**src/rtl/sprite_pixel_fifo_if.sv**
```systemverilog
// Fetcher/mixer-facing signal bundle of the sprite pixel FIFO.
// The master side drives rows and pops; the slave side is the FIFO itself.
interface sprite_pixel_fifo_if;
    logic             tclk_in;
    logic             flush_in;
    logic             load_in;
    logic [7:0][1:0]  pixels_in;
    logic             palette_in;
    logic             priority_in;
    logic             pop_in;
    logic             empty_out;
    logic [3:0]       count_out;
    logic [1:0]       pixel_out;
    logic             palette_out;
    logic             priority_out;
    logic             pixel_valid_out;

    modport master (
        output tclk_in, flush_in, load_in, pixels_in, palette_in, priority_in, pop_in,
        input  empty_out, count_out, pixel_out, palette_out, priority_out, pixel_valid_out
    );

    modport slave (
        input  tclk_in, flush_in, load_in, pixels_in, palette_in, priority_in, pop_in,
        output empty_out, count_out, pixel_out, palette_out, priority_out, pixel_valid_out
    );
endinterface

```
**src/rtl/sprite_pixel_fifo.sv**
```systemverilog
// 8-slot sprite pixel FIFO: merges fetched sprite rows into transparent/empty
// slots (earlier sprites win) and shifts one pixel per pop towards the mixer.
module sprite_pixel_fifo #(
    parameter int DEPTH = 8
) (
    input  logic                clk_in,
    input  logic                rst_in,
    sprite_pixel_fifo_if.slave  bus
);
    typedef struct packed {
        logic       occ;
        logic [1:0] colour;
        logic       palette;
        logic       prio;
    } slot_t;

    slot_t      slot_q  [DEPTH];
    slot_t      slot_d  [DEPTH];
    slot_t      shift_d [DEPTH];
    logic [3:0] count_q;
    logic [3:0] count_d;

    logic do_pop;
    logic do_load;

    assign do_pop  = bus.tclk_in && bus.pop_in && (count_q != 4'd0);
    assign do_load = bus.tclk_in && bus.load_in;

    genvar gi;
    generate
        for (gi = 0; gi < DEPTH; gi++) begin : g_slot
            // The loaded row merges into the post-pop contents.
            if (gi == DEPTH - 1) begin : g_tail
                assign shift_d[gi] = do_pop ? slot_t'(0) : slot_q[gi];
            end else begin : g_body
                assign shift_d[gi] = do_pop ? slot_q[gi+1] : slot_q[gi];
            end

            always_comb begin
                slot_d[gi] = shift_d[gi];
                if (bus.flush_in) begin
                    slot_d[gi] = '0;
                end else if (do_load &&
                             (!shift_d[gi].occ || shift_d[gi].colour == 2'd0)) begin
                    slot_d[gi] = '{occ: 1'b1, colour: bus.pixels_in[gi],
                                   palette: bus.palette_in, prio: bus.priority_in};
                end
            end

            always_ff @(posedge clk_in or posedge rst_in) begin
                if (rst_in) begin
                    slot_q[gi] <= '0;
                end else begin
                    slot_q[gi] <= slot_d[gi];
                end
            end
        end
    endgenerate

    always_comb begin
        count_d = count_q;
        if (bus.flush_in) begin
            count_d = 4'd0;
        end else if (do_load) begin
            count_d = 4'(DEPTH);
        end else if (do_pop) begin
            count_d = count_q - 4'd1;
        end
    end

    always_ff @(posedge clk_in or posedge rst_in) begin
        if (rst_in) begin
            count_q <= 4'd0;
        end else begin
            count_q <= count_d;
        end
    end

    assign bus.empty_out       = (count_q == 4'd0);
    assign bus.count_out       = count_q;
    assign bus.pixel_valid_out = slot_q[0].occ;
    assign bus.pixel_out       = slot_q[0].occ ? slot_q[0].colour : 2'd0;
    assign bus.palette_out     = slot_q[0].occ && slot_q[0].palette;
    assign bus.priority_out    = slot_q[0].occ && slot_q[0].prio;
endmodule

```
**src/flat_wrapper.sv**
```systemverilog
// flat-port wrapper written by rule: the top's interface ports become plain ports
module sprite_pixel_fifo_flat 
#(
    parameter int DEPTH = 8
)
  (clk_in, rst_in, bus_tclk_in, bus_flush_in, bus_load_in, bus_pixels_in, bus_palette_in, bus_priority_in, bus_pop_in, bus_empty_out, bus_count_out, bus_pixel_out, bus_palette_out, bus_priority_out, bus_pixel_valid_out);
  sprite_pixel_fifo_if bus_i ();
  input  logic clk_in;
  input  logic rst_in;
  input wire logic [$bits(bus_i.tclk_in)-1:0] bus_tclk_in;
  input wire logic [$bits(bus_i.flush_in)-1:0] bus_flush_in;
  input wire logic [$bits(bus_i.load_in)-1:0] bus_load_in;
  input wire logic [$bits(bus_i.pixels_in)-1:0] bus_pixels_in;
  input wire logic [$bits(bus_i.palette_in)-1:0] bus_palette_in;
  input wire logic [$bits(bus_i.priority_in)-1:0] bus_priority_in;
  input wire logic [$bits(bus_i.pop_in)-1:0] bus_pop_in;
  output wire logic [$bits(bus_i.empty_out)-1:0] bus_empty_out;
  output wire logic [$bits(bus_i.count_out)-1:0] bus_count_out;
  output wire logic [$bits(bus_i.pixel_out)-1:0] bus_pixel_out;
  output wire logic [$bits(bus_i.palette_out)-1:0] bus_palette_out;
  output wire logic [$bits(bus_i.priority_out)-1:0] bus_priority_out;
  output wire logic [$bits(bus_i.pixel_valid_out)-1:0] bus_pixel_valid_out;
  assign bus_i.tclk_in = bus_tclk_in;
  assign bus_i.flush_in = bus_flush_in;
  assign bus_i.load_in = bus_load_in;
  assign bus_i.pixels_in = bus_pixels_in;
  assign bus_i.palette_in = bus_palette_in;
  assign bus_i.priority_in = bus_priority_in;
  assign bus_i.pop_in = bus_pop_in;
  assign bus_empty_out = bus_i.empty_out;
  assign bus_count_out = bus_i.count_out;
  assign bus_pixel_out = bus_i.pixel_out;
  assign bus_palette_out = bus_i.palette_out;
  assign bus_priority_out = bus_i.priority_out;
  assign bus_pixel_valid_out = bus_i.pixel_valid_out;
  sprite_pixel_fifo #(.DEPTH(DEPTH)) u_core (.clk_in(clk_in), .rst_in(rst_in), .bus(bus_i));
endmodule
```
**config.mk**
```make
export PLATFORM = sky130hd
export DESIGN_NAME = sprite_pixel_fifo_flat
export DESIGN_NICKNAME = d
export VERILOG_FILES = /design/src/rtl/sprite_pixel_fifo_if.sv /design/src/rtl/sprite_pixel_fifo.sv /design/src/flat_wrapper.sv
export SDC_FILE = /design/constraint.sdc
export NUM_CORES = 1
export LEC_CHECK = 0
export ABC_AREA = 1
export CAP_MARGIN = 20
export CORE_ASPECT_RATIO = 0.7
export CORE_UTILIZATION = 60
export CTS_CLUSTER_DIAMETER = 80
export DETAILED_ROUTE_END_ITERATION = 12
export GPL_TIMING_DRIVEN = 0
export HOLD_SLACK_MARGIN = 0.03
export PLACE_DENSITY_LB_ADDON = 0.1
export SYNTH_ARGS = -nofsm -noshare
export SYNTH_HDL_FRONTEND = slang
export SYNTH_SLANG_ARGS = --single-unit
```
**constraint.sdc**
```tcl
create_clock -name clk_in -period 2.4 [get_ports clk_in]
set_input_delay 0.72 -clock clk_in [delete_from_list [all_inputs] [get_ports clk_in]]
set_output_delay 0.72 -clock clk_in [all_outputs]
set_load 0.02 [all_outputs]
```
==> flow_summary.yaml <==
sta:
  post-route-period-util_pct: 97.2
  slew_headroom_pct: 40.4
  hold_violations: 0
  fmax_mhz: 429
  tightest_slew_ns: 0.893
  fin_crit_ns: 2.33
  finalSetupTns_ns: 0
  setup_viol_count_final: 0
  final_max_slew_viol_count: 0
  worst_slack_ns: 0.0678
  fin_worst_skew_ns: 0.00697
final_layout:
  drive_gt1_share_pct: 11.7
  final_util_pct: 77.9
  layout_common_cells: "nand2_1, nand3_1, dfrtp_1, inv_1, clkdlybuf4s50_1"
  mostFrequentLayoutCell: "nand2_1"
  area_growth_pct: 19.6
  fillCellCount: 296
  final_cells: 454
  nets: 427
  regArea_um2: 1100
  multi_input_area_um2: 1300
  antennaDiodeCount: 0
floorplanning:
  fp.dieH_um: 57.6
  io_pins: 34
  start_util_pct: 65.1
  rows: 19
  core_area_um2: 4070
  die_w_um: 81.4
  fp.dieArea_um2: 4690
synthesis:
  synth_top_family_by_area: "simple AND/OR/NAND/NOR gates"
  ys_seq_area_share_pct: 41.6
  synth_xor_area_share_pct: 0
  ys.warnings.count: 0
  synth_fa_ha_area_share_pct: 0.945
  synth-simple-area-share_pct: 36.1
  syn_area_um2: 2650
  syn_avg_cell_area_um2: 7.37
  yosysUniqueCellTypes: 26
  ys_ff_latch: 44
  synth_cells: 359
  synth_compound_area_share_pct: 12.1
  muxShareOfSynthArea_pct: 0
  syn-num-nets: 385
route:
  dr_wl_met2_mm: 2.97
  post_drt_wl_per_cell_um: 14.4
  top_layer: "met4"
  wl_mm: 6.52
  dr.pass1.iters: 6
  wl_met3_um: 494
  drt-met1-wl_mm: 2.98
  viasPerCell: 5.51
  detail-route-antenna-nets: 0
  vias: 2502
  dr.first_iter.drc_count: 219
  drc_errors: 0
cts:
  path_clk_slew_ns: 0.08
  root_buffer: "clkbuf_8"
  cts.sinks: 44
  cts_tree: "built"
  cts_hold_buf: 0
  clockBufferDepth: 2
  cts-buffers-inserted: 5
  cts_htree_levels: 2
  worst_skew_pair.late_latency_ns: 0.30
global_routing:
  grt_pass1_vias: 2235
  grt_pass1_wl_mm: 10.4
  grt_antenna_before_repair: 0
  grt.total_usage_pct: 30.0
  grt_max_degree: 45
  grt_overflow: 0
worst_setup_path:
  critPathLaunchType: "flip-flop"
  path_class: "reg -> out"
  cp_data_arrival_time_ns: 1.61
  cpMostUsedCell: "inv_1"
  ff2ff_path_depth: 12
  reg2reg_from: "u_core.bus.count_out[1]$_DFFE_PP0P_"
  r2r_end: "u_core.slot_q[28]$_DFF_PP0_"
  critPathRequiredTime_ns: 1.68
  crit_slowest_cell: "dfrtp_1"
  crit_fanout: 10
  rrSetupSlack_ns: 0.52
  cpPeakStageDelay_ns: 0.40
  end_kind: "output pin"
  crit_path_cell_trace: "inv_1 > ha_2 > nand2_4 > buf_4 > inv_1 > clkdlybuf4s15_2"
  setup.worst_path.start: "u_core.bus.count_out[1]$_DFFE_PP0P_"
flow_run:
  max_cap_viol_count: 0
placement:
  dp_hpwl_mm: 4.78
  pre_cts_ws_ns: -0.0938
  port_buffers: 32
  dp.cells: 443
  globalplace.congestion: 0.889
hold_path:
  hold_end: "u_core.slot_q[35]$_DFFE_PP0P_"
  hold_depth: 2
  holdCritPathClass: "reg -> reg"
  hold_start: "u_core.slot_q[35]$_DFFE_PP0P_"
run_status:
  status: "completed"
power:
  total_leakage_power_nw: 1.67
  irDropWorstVdd_mv: 0.450
  power_density_nw_per_um2: 629
  finalPower_mw: 1.99
## state kept, by name, indices dropped and copies added (netlist names)
register / cells
u_core.bus.count_out: 4
u_core.slot_q: 39
u_core.bus.pixel_valid_out: 1
## timing repair
action	in CTS	in global routing
setup buffers	0	3
setup endpoints to repair	1	1
resized for setup	3	2
## final cells by class
class | instances | area share (%)
inverters | 40 | 4.82
plain buffers | 15 | 2.92
clock buffers | 6 | 2.29
multi-input cells | 260 | 41.2
well taps | 52 | 2.05
repair buffers | 35 | 10.9
clock inverters | 2 | 1.11
flip-flops and latches | 44 | 34.8
## cell families (layout without fill, tap and decap cells)
logic type | count (synthesis) | in the layout
AO/OA/AOI/OAI | 49 | 49
adder cells (fa/ha/maj) | 2 | 2
buffers and inverters | 55 | 98
flip-flops | 44 | 44
AND/OR/NAND/NOR | 209 | 209
## metrics by stage
step	hold slack [ns]	cell area (µm²)
5_1_grt	0.530	3170
6_report	0.515	3170
3_3_place_gp	0.493	3030
3_5_place_dp	0.493	3030
4_1_cts	0.514	3140
2_1_floorplan	0.476	2650
## synth_stat cells
master,n,area share [%]
nand2_1,108,15
nand3_1,60,11
dfrtp_1,44,42
inv_1,36,5.1
nor2_1,19,2.7
o21ai_0,15,2.8
a21boi_0,14,4.0
o21bai_1,14,4.0
nand2_2,10,2.4
buf_2,5,0.95
clkbuf_1,5,0.71
nand2_4,5,2.1
a21oi_1,4,0.76
buf_4,3,0.85
nor2_2,3,0.71
ha_1,2,0.95
inv_2,2,0.28
nand4_1,2,0.47
buf_6,1,0.43
buf_8,1,0.57
clkinv_1,1,0.14
inv_4,1,0.24
nand2_8,1,0.76
nand3b_1,1,0.28
o21ai_2,1,0.33
o31ai_1,1,0.28
## worst max-delay path by stage
stage                     cells after the start                            end  slack (ns)
after floorplan                               5                  bus_empty_out        0.48
after global placement                        2  u_core.slot_q[25]$_DFFE_PP0P_       -0.20
after detailed placement                     11    u_core.slot_q[28]$_DFF_PP0_       -0.09
after CTS                                     6                  bus_empty_out        0.03
after global routing                          6                  bus_empty_out     -0.0007
final                                         6                  bus_empty_out        0.07
## critical path, delay by kind of cell (launching register included)
family / cells / cell delay (ns)
adder cells (fa/ha/maj): 1 / 0.20
AND/OR/NAND/NOR: 1 / 0.10
flip-flops: 1 / 0.40
buffers and inverters: 4 / 0.61
## power breakdown
group	internal [mW]	leakage [nW]	switching (mW)
logic	0.217	1.03	0.353
registers	0.811	0.584	0.0370
clock network	0.309	0.0552	0.264
total	1.34	1.67	0.655
## routing by layer
| layer | track usage, % | vias to the layer above |
|---|---|---|
| li1 | - | 1231 |
| met1 | 43.1 | 1148 |
| met2 | 46.2 | 114 |
| met3 | 6.24 | 9 |
| met4 | 7.40 | 0 |
| met5 | 0 | - |
Note: power is estimated with default switching activity, not from simulation.
